$ cat src/rtl/mem_access_unit.sv
`default_nettype none
// +--------------------------------------------------------------------------+
// | mem_access_unit: MEM-stage load/store sequencer on a single-beat 64-bit   |
// | request/ready data port, with alignment, illegal-op and timeout faults.   |
// | Revision: 1.0                                                             |
// +--------------------------------------------------------------------------+
module mem_access_unit #(
  parameter int unsigned TIMEOUT_CYCLES = 255
) (
  input  logic        clk,
  input  logic        rst,
  input  logic        me_readMem,
  input  logic        me_writeMem,
  input  logic [2:0]  me_memOp,
  input  logic [63:0] me_outAlu,
  input  logic [63:0] me_rs2Data,
  output logic        mem_stall,
  output logic [63:0] me_memOut,
  output logic        me_memFault,
  output logic        dmem_req,
  output logic        dmem_we,
  output logic [63:0] dmem_addr,
  output logic [63:0] dmem_wdata,
  output logic [7:0]  dmem_wstrb,
  input  logic        dmem_ready,
  input  logic [63:0] dmem_rdata
);

  localparam logic [1:0]  S_IDLE    = 2'd0;
  localparam logic [1:0]  S_REQ     = 2'd1;
  localparam logic [1:0]  S_DONE    = 2'd2;
  localparam logic [15:0] C_TO_LAST = 16'(TIMEOUT_CYCLES - 1);

  logic [1:0]  state;
  logic [1:0]  state_nxt;
  logic [15:0] wait_cnt;
  logic        access;
  logic        illegal;
  logic        misaligned;
  logic        bad;
  logic        timeout;
  logic [2:0]  off;
  logic [7:0]  size_mask;
  logic [63:0] lane;
  logic [63:0] load_val;

  assign access = me_readMem | me_writeMem;
  assign off    = me_outAlu[2:0];

  always_comb begin
    illegal = 1'b0;
    if (me_readMem && me_writeMem) begin
      illegal = 1'b1;
    end else if (me_readMem) begin
      illegal = (me_memOp == 3'b111);
    end else if (me_writeMem) begin
      illegal = me_memOp[2];
    end
  end

  // Access size is funct3[1:0] for both loads and stores (including unsigned loads).
  always_comb begin
    misaligned = 1'b0;
    size_mask  = 8'hFF;
    case (me_memOp[1:0])
      2'd0: begin
        misaligned = 1'b0;
        size_mask  = 8'h01;
      end
      2'd1: begin
        misaligned = off[0];
        size_mask  = 8'h03;
      end
      2'd2: begin
        misaligned = |off[1:0];
        size_mask  = 8'h0F;
      end
      default: begin
        misaligned = |off;
        size_mask  = 8'hFF;
      end
    endcase
  end

  assign bad     = access & (illegal | misaligned);
  assign timeout = (state == S_REQ) && !dmem_ready && (wait_cnt == C_TO_LAST);

  assign lane = dmem_rdata >> {off, 3'b000};

  always_comb begin
    case (me_memOp)
      3'b000:  load_val = {{56{lane[7]}}, lane[7:0]};
      3'b001:  load_val = {{48{lane[15]}}, lane[15:0]};
      3'b010:  load_val = {{32{lane[31]}}, lane[31:0]};
      3'b100:  load_val = {56'd0, lane[7:0]};
      3'b101:  load_val = {48'd0, lane[15:0]};
      3'b110:  load_val = {32'd0, lane[31:0]};
      default: load_val = lane;
    endcase
  end

  always_ff @(posedge clk) begin
    if (rst) begin
      state <= S_IDLE;
    end else begin
      state <= state_nxt;
    end
  end

  always_comb begin
    state_nxt = S_IDLE;
    case (state)
      S_IDLE:  state_nxt = (access && !bad) ? S_REQ : S_IDLE;
      S_REQ:   state_nxt = (dmem_ready || timeout) ? S_DONE : S_REQ;
      S_DONE:  state_nxt = S_IDLE;
      default: state_nxt = S_IDLE;
    endcase
  end

  // Bus controls in REQ follow the me_* inputs directly; the stall keeps them stable.
  always_comb begin
    mem_stall  = 1'b0;
    dmem_req   = 1'b0;
    dmem_we    = 1'b0;
    dmem_wstrb = 8'h00;
    case (state)
      S_IDLE: begin
        mem_stall = access && !bad;
      end
      S_REQ: begin
        mem_stall  = 1'b1;
        dmem_req   = 1'b1;
        dmem_we    = me_writeMem;
        dmem_wstrb = me_writeMem ? (size_mask << off) : 8'h00;
      end
      default: begin
        mem_stall = 1'b0;
      end
    endcase
  end

  assign dmem_addr  = {me_outAlu[63:3], 3'b000};
  assign dmem_wdata = me_rs2Data << {off, 3'b000};

  always_ff @(posedge clk) begin
    if (rst) begin
      wait_cnt    <= 16'd0;
      me_memOut   <= 64'd0;
      me_memFault <= 1'b0;
    end else begin
      me_memFault <= ((state == S_IDLE) && bad) || timeout;
      if (state == S_REQ) begin
        if (dmem_ready) begin
          wait_cnt <= 16'd0;
          if (me_readMem) begin
            me_memOut <= load_val;
          end
        end else if (timeout) begin
          wait_cnt <= 16'd0;
        end else begin
          wait_cnt <= wait_cnt + 16'd1;
        end
      end else begin
        wait_cnt <= 16'd0;
      end
    end
  end

endmodule
`default_nettype wire
$ cat config.mk
export PLATFORM = sky130hd
export DESIGN_NAME = mem_access_unit
export DESIGN_NICKNAME = d
export VERILOG_FILES = /design/src/rtl/mem_access_unit.sv
export SDC_FILE = /design/constraint.sdc
export NUM_CORES = 1
export LEC_CHECK = 0
export CAP_MARGIN = 25
export CORE_AREA = 4 4 157 159
export CTS_CLUSTER_SIZE = 20
export DETAILED_ROUTE_END_ITERATION = 10
export DIE_AREA = 0 0 161 163
export PLACE_DENSITY = 0.66
export SLEW_MARGIN = 20
export SYNTH_ARGS = -nofsm -noshare
export SYNTH_HDL_FRONTEND = slang
export SYNTH_SLANG_ARGS = --single-unit
$ cat constraint.sdc
create_clock -name clk -period 3.7 [get_ports clk]
set_clock_uncertainty 0.2 [all_clocks]
set_input_delay 0.74 -clock clk [delete_from_list [all_inputs] [get_ports clk]]
set_output_delay 0.74 -clock clk [all_outputs]
set_load 0.03 [all_outputs]
==> impl_metrics.env, run 1 <==
export IMPL_drv_slew=0
export IMPL_synth_warnings=0
export IMPL_crit_slowest_cell="clkdlybuf4s50_1"
export IMPL_rsz0062_at_grt="false"
export IMPL_gp_congestion=0.9308
export IMPL_start_util_pct=30.28
export IMPL_cts_sinks=83
export IMPL_via_count=7667
export IMPL_period_needed_ns=3.642
export IMPL_p_int_uw=2066
export IMPL_synth_cells=955
export IMPL_p_switching_uw=1004
export IMPL_antenna_found_initial=1
export IMPL_setup_violations_final=0
export IMPL_layout_drive_gt1_share_pct=14.76
export IMPL_combPwrFrac_pct=35.4
export IMPL_power_density_mw_per_mm2=299.8
export IMPL_dp_hpwl_um=24420
export IMPL_cp_end_kind="output pin"
export IMPL_synth_seq_cells=83
export IMPL_first_pass_iters=5
export IMPL_grt_overflow=0
export IMPL_reg2reg_from="state[1]$_SDFF_PP0_"
export IMPL_path_clk_slew_ns=0.07
export IMPL_r2r_end="me_memOut[11]$_SDFFE_PP0P_"
export IMPL_synth_distinct_cells=54
export IMPL_cts_root_buf="clkbuf_16"
export IMPL_startpoint="me_rs2Data[28]"
export IMPL_crit_cells=7
export IMPL_r2r_cells=6
export IMPL_run_status="completed"
export IMPL_dieArea_mm2=0.02624
export IMPL_final_common_cell="clkdlybuf4s50_1"
export IMPL_cp_endpoint="dmem_wdata[60]"
export IMPL_fin_nets=1342
export IMPL_antenna_diode_count=0
export IMPL_critical_path_class="in2out"
export IMPL_slew_headroom_pct=45.10
export IMPL_globalRouteTotalUtil_pct=22.38
export IMPL_hold_violations=0
export IMPL_multi_input_area_mm2=0.004488
export IMPL_wl_um=31170
export IMPL_first_global_vias=7512
export IMPL_max_cap_violations=0
export IMPL_switching_share_pct=32.72
export IMPL_p_seq_share_pct=30.1
export IMPL_coreArea_mm2=0.02326
export IMPL_grt_first_pass_wirelength_um=45630
export IMPL_p_clk_share_pct=34.4
export IMPL_synth_area_mm2=0.007044
export IMPL_row_count=56
export IMPL_drt_iter0_markers=546
export IMPL_seqCellArea_mm2=0.001662
export IMPL_worstMarginPinSlew_ns=0.8205
export IMPL_timing_final_crit_share_pct=98.43
export IMPL_grt_max_degree=74
export IMPL_nFillCells=2363
export IMPL_ys_seq_area_share_pct=23.59
export IMPL_dieWidth_um=161
export IMPL_hold_buffers=0
export IMPL_cp_top_family="buffers and inverters"
export IMPL_clockBufferDepth=2
export IMPL_maxClockFrequency_mhz=274.6
export IMPL_drtAntennaViolNets=0
export IMPL_setup_tns_ns=0
export IMPL_clkLatencyLatePin_ns=0.34
export IMPL_vdd_ir_drop_max_v=0.0001891
export IMPL_max_stage_delay_ns=0.75
export IMPL_stdcell_area_mm2=0.01024
export IMPL_placed_area_mm2=0.009892
export IMPL_cp_data_arrival_time_ns=2.70
export IMPL_cp_cell_sequence="clkdlybuf4s50_1, mux2_2, nor2_1, a21oi_1, nand2_1, o21ai_0, clkdlybuf4s50_1"
export IMPL_leakage_uw=0.003808
export IMPL_worstPathRequired_ns=2.76
export IMPL_r2r_slack_ns=1.56
export IMPL_post_cts_setup_buffers=0
export IMPL_cts_resized=0
export IMPL_hold_class="reg2reg"
export IMPL_avgSynthCellArea_um2=7.376
export IMPL_startpoint_type="input port"
export IMPL_cts_buffers=9
export IMPL_critPathBufInv=2
export IMPL_area_growth_pct=45.38
export IMPL_h_tree_depth=3
export IMPL_final_cell_mix="220 x clkdlybuf4s50_1, 167 x nor2_1, 91 x nand2_1, 83 x dfxtp_1, 79 x a211oi_1"
export IMPL_die_h_um=163
export IMPL_drc_errors=0
export IMPL_ys_async_sr_fraction_pct=0
export IMPL_hp_start="state[1]$_SDFF_PP0_"
export IMPL_path_common_cell="clkdlybuf4s50_1"
export IMPL_cts_tree="built"
export IMPL_ios=404
export IMPL_synth_edf_count=0
export IMPL_critPathMaxFanout=2
export IMPL_synthFlopType="dfxtp_1"
export IMPL_vias_per_cell=5.237
export IMPL_wl_per_cell_um=21.29
export IMPL_port_buffers=278
-- layer usage --
layer	vias to the layer above	global-route usage, %	wire length (um)
met5	-	0	13
met4	2	9.383	1222
met3	69	5.973	2708
met2	371	38.30	15050
met1	3531	26.60	12170
li1	3694	-	-
-- synthesized netlist by cell type, types with 3 or more instances --
cell type	count	area share, %
nor2_1	167	8.9
nand2_1	91	4.8
dfxtp_1	83	24
a211oi_1	79	8.4
mux2i_1	72	10
buf_4	65	6.9
clkbuf_1	54	2.9
a21oi_1	53	3.8
mux2_2	37	5.9
o21ai_0	28	2.0
nor2b_1	22	2.0
o22ai_1	18	1.6
nor3_1	17	1.2
and2_1	16	1.4
inv_1	16	0.85
buf_2	12	0.85
or3_1	10	0.89
nand3_1	9	0.64
a32oi_1	8	0.99
buf_1	8	0.43
xor2_1	8	0.99
o221ai_1	7	0.87
o32ai_1	7	0.87
or2_2	7	0.62
a311oi_1	6	0.75
xnor2_1	6	0.75
a311oi_2	4	0.85
buf_6	4	0.64
nand2b_1	4	0.36
a21o_1	3	0.32
and3_1	3	0.27
and4_1	3	0.37
nor4_1	3	0.27
o211ai_1	3	0.32
-- final cells by class --
type,count,area share (%)
multi-input combinational,712,43.82
timing repair buffer,317,32.02
sequential,83,16.22
tap,319,3.897
clock buffer,9,2.199
clock inverter,7,1.210
inverter,17,0.6231
-- how the worst min path moves through the flow --
stage,end,slack (ns),cells after the start
after floorplan,state[0]$_SDFF_PP0_,0.21,1
after global placement,state[0]$_SDFF_PP0_,0.23,1
after detailed placement,state[0]$_SDFF_PP0_,0.23,1
after global routing,state[0]$_SDFF_PP0_,0.28,1
after CTS,state[0]$_SDFF_PP0_,0.25,1
final,state[0]$_SDFF_PP0_,0.25,1
-- power by group through the flow --
stage                     sequential, uW  combinational, uW  clock (uW)
after floorplan                      982                661           0
after global placement               945               1080           0
after detailed placement             945               1080           0
after CTS                            925               1090        1070
after global routing                 927               1160        1100
final                                925               1090        1060
-- sequential cells by signal, indices dropped and copies added (netlist names) --
| name | cells |
|---|---|
| me_memFault | 1 |
| wait_cnt | 16 |
| state | 2 |
| me_memOut | 64 |
-- cell families (layout without fill, tap and decap cells) --
| kind of cell | Yosys count | in the layout | share of synthesized area, % |
|---|---|---|---|
| DFF | 83 | 83 | 23.59 |
| xor gates and xnor gates | 14 | 14 | 1.741 |
| other | 1 | 3 | 0.05323 |
| buffers and inverters | 162 | 350 | 12.91 |
| and+or+nand+nor | 358 | 358 | 22.59 |
| muxes | 110 | 110 | 16.47 |
| AOI/OAI and AO/OA | 225 | 225 | 22.29 |
| adders and majority gates | 2 | 2 | 0.3552 |
-- per-stage QoR --
stage / worst slack (ns) / utilization, % / hold slack [ns] / instances / total power [uW]
final: 0.05815 / 44.02 / 0.2479 / 1464 / 3070
after global routing: 0.02280 / 44.02 / 0.2756 / 1464 / 3189
after CTS: 0.06056 / 44.02 / 0.2520 / 1464 / 3087
after detailed placement: 0.07070 / 42.52 / 0.2312 / 1448 / 2030
after global placement: 0.04928 / 42.52 / 0.2328 / 1448 / 2028
after floorplan: 0.001140 / - / 0.2088 / 957 / 1643
(Power assumes the default switching activity.)
==> run 2, diff against run 1 <==
- TNS_END_PERCENT: default -> 1
- clock period: 3.7 -> 4.1 ns (I/O delays scaled with it)
==> impl_metrics.env, run 2 (synthesized netlist as in run 1, its figures left out) <==
export IMPL_stdcell_area_mm2=0.01014
export IMPL_regMostFlops="me_memOut"
export IMPL_drc_errors=0
export IMPL_power_density_mw_per_mm2=256.6
export IMPL_p_clk_share_pct=30.8
export IMPL_cts_sinks=83
export IMPL_hold_violations=0
export IMPL_area_growth_pct=43.89
export IMPL_worstMarginPinSlew_ns=0.7846
export IMPL_fin_hold_ws_ns=0.2537
export IMPL_setup_violations_final=0
export IMPL_r2r_cells=7
export IMPL_cp_end_kind="output pin"
export IMPL_hold_class="reg2reg"
export IMPL_row_count=56
export IMPL_cts_buffers=9
export IMPL_slew_headroom_pct=47.69
export IMPL_seqCellArea_mm2=0.001662
export IMPL_r2r_slack_ns=1.61
export IMPL_dp_hpwl_um=24220
export IMPL_via_count=7765
export IMPL_rsz0062_at_grt="false"
export IMPL_vdd_ir_drop_max_v=0.0001611
export IMPL_leakage_uw=0.003753
export IMPL_run_status="completed"
export IMPL_wl_um=31060
export IMPL_cts_tree="built"
export IMPL_drv_slew=0
export IMPL_antenna_found_initial=3
export IMPL_nFillCells=2384
export IMPL_largest_reg_flops=64
export IMPL_dieArea_mm2=0.02624
export IMPL_r2r_end="me_memOut[61]$_SDFFE_PP0P_"
export IMPL_grt_overflow=0
export IMPL_setup_tns_ns=0
export IMPL_multi_input_area_mm2=0.004483
export IMPL_p_seq_share_pct=32.1
export IMPL_dieWidth_um=161
export IMPL_grt_first_pass_wirelength_um=45070
export IMPL_wl_per_cell_um=21.17
export IMPL_p_int_uw=1679
export IMPL_first_pass_iters=5
export IMPL_vias_per_cell=5.293
export IMPL_critical_path_class="in2out"
export IMPL_port_buffers=278
export IMPL_post_cts_setup_buffers=0
export IMPL_period_needed_ns=3.758
export IMPL_hold_buffers=0
export IMPL_switching_share_pct=35.46
export IMPL_gp_congestion=0.9164
export IMPL_largestRegisters="me_memOut: 64 flops, wait_cnt: 16 flops, state: 2 flops"
export IMPL_ios=404
export IMPL_clockBufferDepth=2
export IMPL_antenna_diode_count=0
export IMPL_startpoint_type="input port"
export IMPL_drtAntennaViolNets=0
export IMPL_cp_data_arrival_time_ns=2.74
export IMPL_h_tree_depth=3
export IMPL_reg2reg_from="state[1]$_SDFF_PP0_"
export IMPL_worstPathRequired_ns=3.08
export IMPL_first_global_vias=7373
export IMPL_final_cell_mix="230 x clkdlybuf4s50_1, 167 x nor2_1, 91 x nand2_1, 83 x dfxtp_1, 79 x a211oi_1"
export IMPL_path_clk_slew_ns=0.07
export IMPL_timing_final_crit_share_pct=91.67
export IMPL_start_util_pct=30.28
export IMPL_critPathMaxFanout=52
export IMPL_combPwrFrac_pct=37.1
export IMPL_max_cap_violations=0
export IMPL_layout_drive_gt1_share_pct=14.02
export IMPL_cts_root_buf="clkbuf_16"
export IMPL_p_switching_uw=922.4
export IMPL_coreArea_mm2=0.02326
export IMPL_globalRouteTotalUtil_pct=22.19
export IMPL_die_h_um=163
export IMPL_startpoint="me_outAlu[1]"
export IMPL_cp_endpoint="dmem_wstrb[0]"
export IMPL_fin_nets=1345
export IMPL_final_common_cell="clkdlybuf4s50_1"
export IMPL_drt_iter0_markers=622
export IMPL_maxClockFrequency_mhz=266.1
export IMPL_cts_resized=0
export IMPL_grt_max_degree=74
export IMPL_clkLatencyLatePin_ns=0.35
export IMPL_placed_area_mm2=0.009849
==> run 2: routing by layer <==
layer  part of all wire, %  track usage, %  wire length (um)
met2                    50           39.49             15430
met5                  0.14               0                42
met1                    39           26.36             12030
met3                   8.1           5.011              2523
met4                   3.3           7.639              1034
==> run 2: critical path: stages <==
cell	delay (ns)
buf_4	0.26
buf_12	0.24
buf_4	0.18
nor4_1	0.36
buf_4	0.19
clkdlybuf4s50_1	0.66
==> run 2: power by group through the flow <==
stage | sequential [uW] | clock [uW] | combinational, uW
floorplan | 886 | 0 | 596
global placement | 853 | 0 | 958
detailed placement | 854 | 0 | 959
CTS | 835 | 809 | 965
finish | 835 | 801 | 966
global route | 837 | 836 | 1030
==> run 2: per-stage QoR <==
step	instances	power, uW	util, %	setup slack (ns)
after global placement	1451	1811	42.34	0.3620
after floorplan	957	1482	-	0.06665
after detailed placement	1451	1813	42.34	0.2997
final	1467	2601	43.57	0.3416
after global routing	1467	2704	43.57	0.2413
after CTS	1467	2610	43.57	0.3757
==> run 2: how the worst min path moves through the flow <==
stage                              from                   to  depth (start not counted)
floorplan           state[1]$_SDFF_PP0_  state[0]$_SDFF_PP0_                          1
global placement    state[1]$_SDFF_PP0_  state[0]$_SDFF_PP0_                          1
detailed placement  state[1]$_SDFF_PP0_  state[0]$_SDFF_PP0_                          1
CTS                 state[1]$_SDFF_PP0_  state[0]$_SDFF_PP0_                          1
global route        state[1]$_SDFF_PP0_  state[0]$_SDFF_PP0_                          1
finish              state[1]$_SDFF_PP0_  state[0]$_SDFF_PP0_                          1
==> run 2: layout make-up <==
cell class | instances | share of cell area [%]
well taps | 319 | 3.938
inverters | 17 | 0.6296
repair buffers | 320 | 31.98
clock buffers | 9 | 2.222
clock inverters | 7 | 0.6049
flip-flops and latches | 83 | 16.39
multi-input cells | 712 | 44.23
==> run 3, diff against run 2 <==
- CORE_AREA: 4 4 157 159 -> default
- CORE_MARGIN: default -> 4
- CORE_UTILIZATION: default -> 30
- DIE_AREA: 0 0 161 163 -> default
- SKIP_LAST_GASP: default -> 1
==> impl_metrics.env, run 3 (synthesized netlist as in run 1, its figures left out) <==
export IMPL_critPathMaxFanout=60
export IMPL_hold_buffers=0
export IMPL_power_density_mw_per_mm2=257.5
export IMPL_port_buffers=278
export IMPL_routed_wl_met2_um=15550
export IMPL_drtAntennaViolNets=0
export IMPL_rsz0062_at_grt="false"
export IMPL_final_common_cell="clkdlybuf4s50_1"
export IMPL_via_count=7727
export IMPL_path_common_cell="mux2i_1"
export IMPL_grt_first_pass_wirelength_um=46240
export IMPL_cts_sinks=83
export IMPL_r2r_slack_ns=1.82
export IMPL_final_cells=1460
export IMPL_cp_data_arrival_time_ns=2.82
export IMPL_cts_buffers=9
export IMPL_largest_reg_flops=64
export IMPL_critPathBufInv=3
export IMPL_seqCellArea_mm2=0.001662
export IMPL_worstMarginPinSlew_ns=0.8652
export IMPL_wl_um=31340
export IMPL_startpoint_type="input port"
export IMPL_cp_cell_sequence="buf_6, buf_4, mux2i_1, nand2_1, o21ai_0, mux2i_1, clkdlybuf4s50_1"
export IMPL_worstPathRequired_ns=3.08
export IMPL_dp_cells=1442
export IMPL_grt_overflow=0
export IMPL_coreArea_mm2=0.02285
export IMPL_drc_errors=0
export IMPL_fin_nets=1342
export IMPL_die_h_um=161.2
export IMPL_leakage_uw=0.003694
export IMPL_setup_tns_ns=0
export IMPL_final_cell_mix="245 x clkdlybuf4s50_1, 167 x nor2_1, 91 x nand2_1, 83 x dfxtp_1, 79 x a211oi_1"
export IMPL_setup_violations_final=0
export IMPL_max_cap_violations=0
export IMPL_first_pass_iters=5
export IMPL_clockBufferDepth=2
export IMPL_hold_class="reg2reg"
export IMPL_max_stage_delay_ns=0.60
export IMPL_slew_headroom_pct=42.16
export IMPL_dieArea_mm2=0.02600
export IMPL_drv_slew=0
export IMPL_regMostFlops="me_memOut"
export IMPL_drt_iter0_markers=501
export IMPL_area_growth_pct=43.11
export IMPL_hold_violations=0
export IMPL_antenna_found_initial=5
export IMPL_post_place_ws_ns=0.2875
export IMPL_post_cts_setup_buffers=0
export IMPL_cts_root_buf="clkbuf_16"
export IMPL_layout_drive_gt1_share_pct=12.49
export IMPL_dieWidth_um=161.2
export IMPL_largestRegisters="me_memOut: 64 flops, wait_cnt: 16 flops, state: 2 flops"
export IMPL_met3_length_um=2555
export IMPL_h_tree_depth=3
export IMPL_vdd_ir_drop_max_v=0.0001765
export IMPL_critical_path_class="in2out"
export IMPL_nFillCells=2301
export IMPL_row_count=55
export IMPL_top_layer="met5"
export IMPL_path_clk_slew_ns=0.06
export IMPL_vias_per_cell=5.292
export IMPL_cp_end_kind="output pin"
export IMPL_setup_ws_ns=0.2634
export IMPL_ios=404
export IMPL_cts_tree="built"
export IMPL_wl_per_cell_um=21.47
export IMPL_cp_top_family="buffers and inverters"
export IMPL_clkLatencyLatePin_ns=0.34
export IMPL_met1Wirelength_um=12430
export IMPL_maxClockFrequency_mhz=260.6
export IMPL_gp_congestion=0.9024
export IMPL_p_total_uw=2596
export IMPL_first_global_vias=7501
export IMPL_multi_input_area_mm2=0.004483
export IMPL_run_status="completed"
export IMPL_grt_max_degree=74
export IMPL_start_util_pct=30.83
export IMPL_fin_util_pct=44.12
export IMPL_cts_resized=0
export IMPL_globalRouteTotalUtil_pct=22.76
export IMPL_timing_final_crit_share_pct=93.58
export IMPL_period_needed_ns=3.837
export IMPL_crit_slowest_cell="clkdlybuf4s50_1"
export IMPL_dp_hpwl_um=24770
-- run 3: layout make-up --
class | instances | share of cell area (%)
antenna | 2 | 0.04965
clock buffer | 9 | 2.234
clock inverter | 7 | 0.5833
inverter | 17 | 0.6330
multi-input combinational | 712 | 44.47
sequential | 83 | 16.48
tap | 313 | 3.885
timing repair buffer | 317 | 31.66
-- run 3: metrics by stage --
| step | cell area, um^2 | hold slack [ns] |
|---|---|---|
| after floorplan | 7053 | 0.2088 |
| after global placement | 9792 | 0.2234 |
| after detailed placement | 9792 | 0.2382 |
| after CTS | 10080 | 0.2468 |
| after global routing | 10080 | 0.2777 |
| final | 10080 | 0.2450 |
-- run 3: power by group --
group | leakage (uW) | internal, uW | switching [uW]
clock network | 0.000139 | 422 | 376
logic | 0.00288 | 424 | 538
registers | 0.000671 | 824 | 11.1
total | 0.00369 | 1670 | 926
-- run 3: routing by layer --
| layer | track usage [%] | vias to the layer above |
|---|---|---|
| li1 | - | 3692 |
| met1 | 27.34 | 3598 |
| met2 | 40.45 | 371 |
| met3 | 5.588 | 60 |
| met4 | 6.320 | 6 |
| met5 | 0 | - |
-- run 3: final timing paths --
check | start | to | cells past startpoint
worst min-delay path | state[1]$_SDFF_PP0_ | state[0]$_SDFF_PP0_ | 1
worst min register to register | state[1]$_SDFF_PP0_ | state[0]$_SDFF_PP0_ | 1
worst max-delay path | me_outAlu[0] | dmem_wdata[63] | 7
worst max register to register | state[1]$_SDFF_PP0_ | me_memOut[2]$_SDFFE_PP0P_ | 5
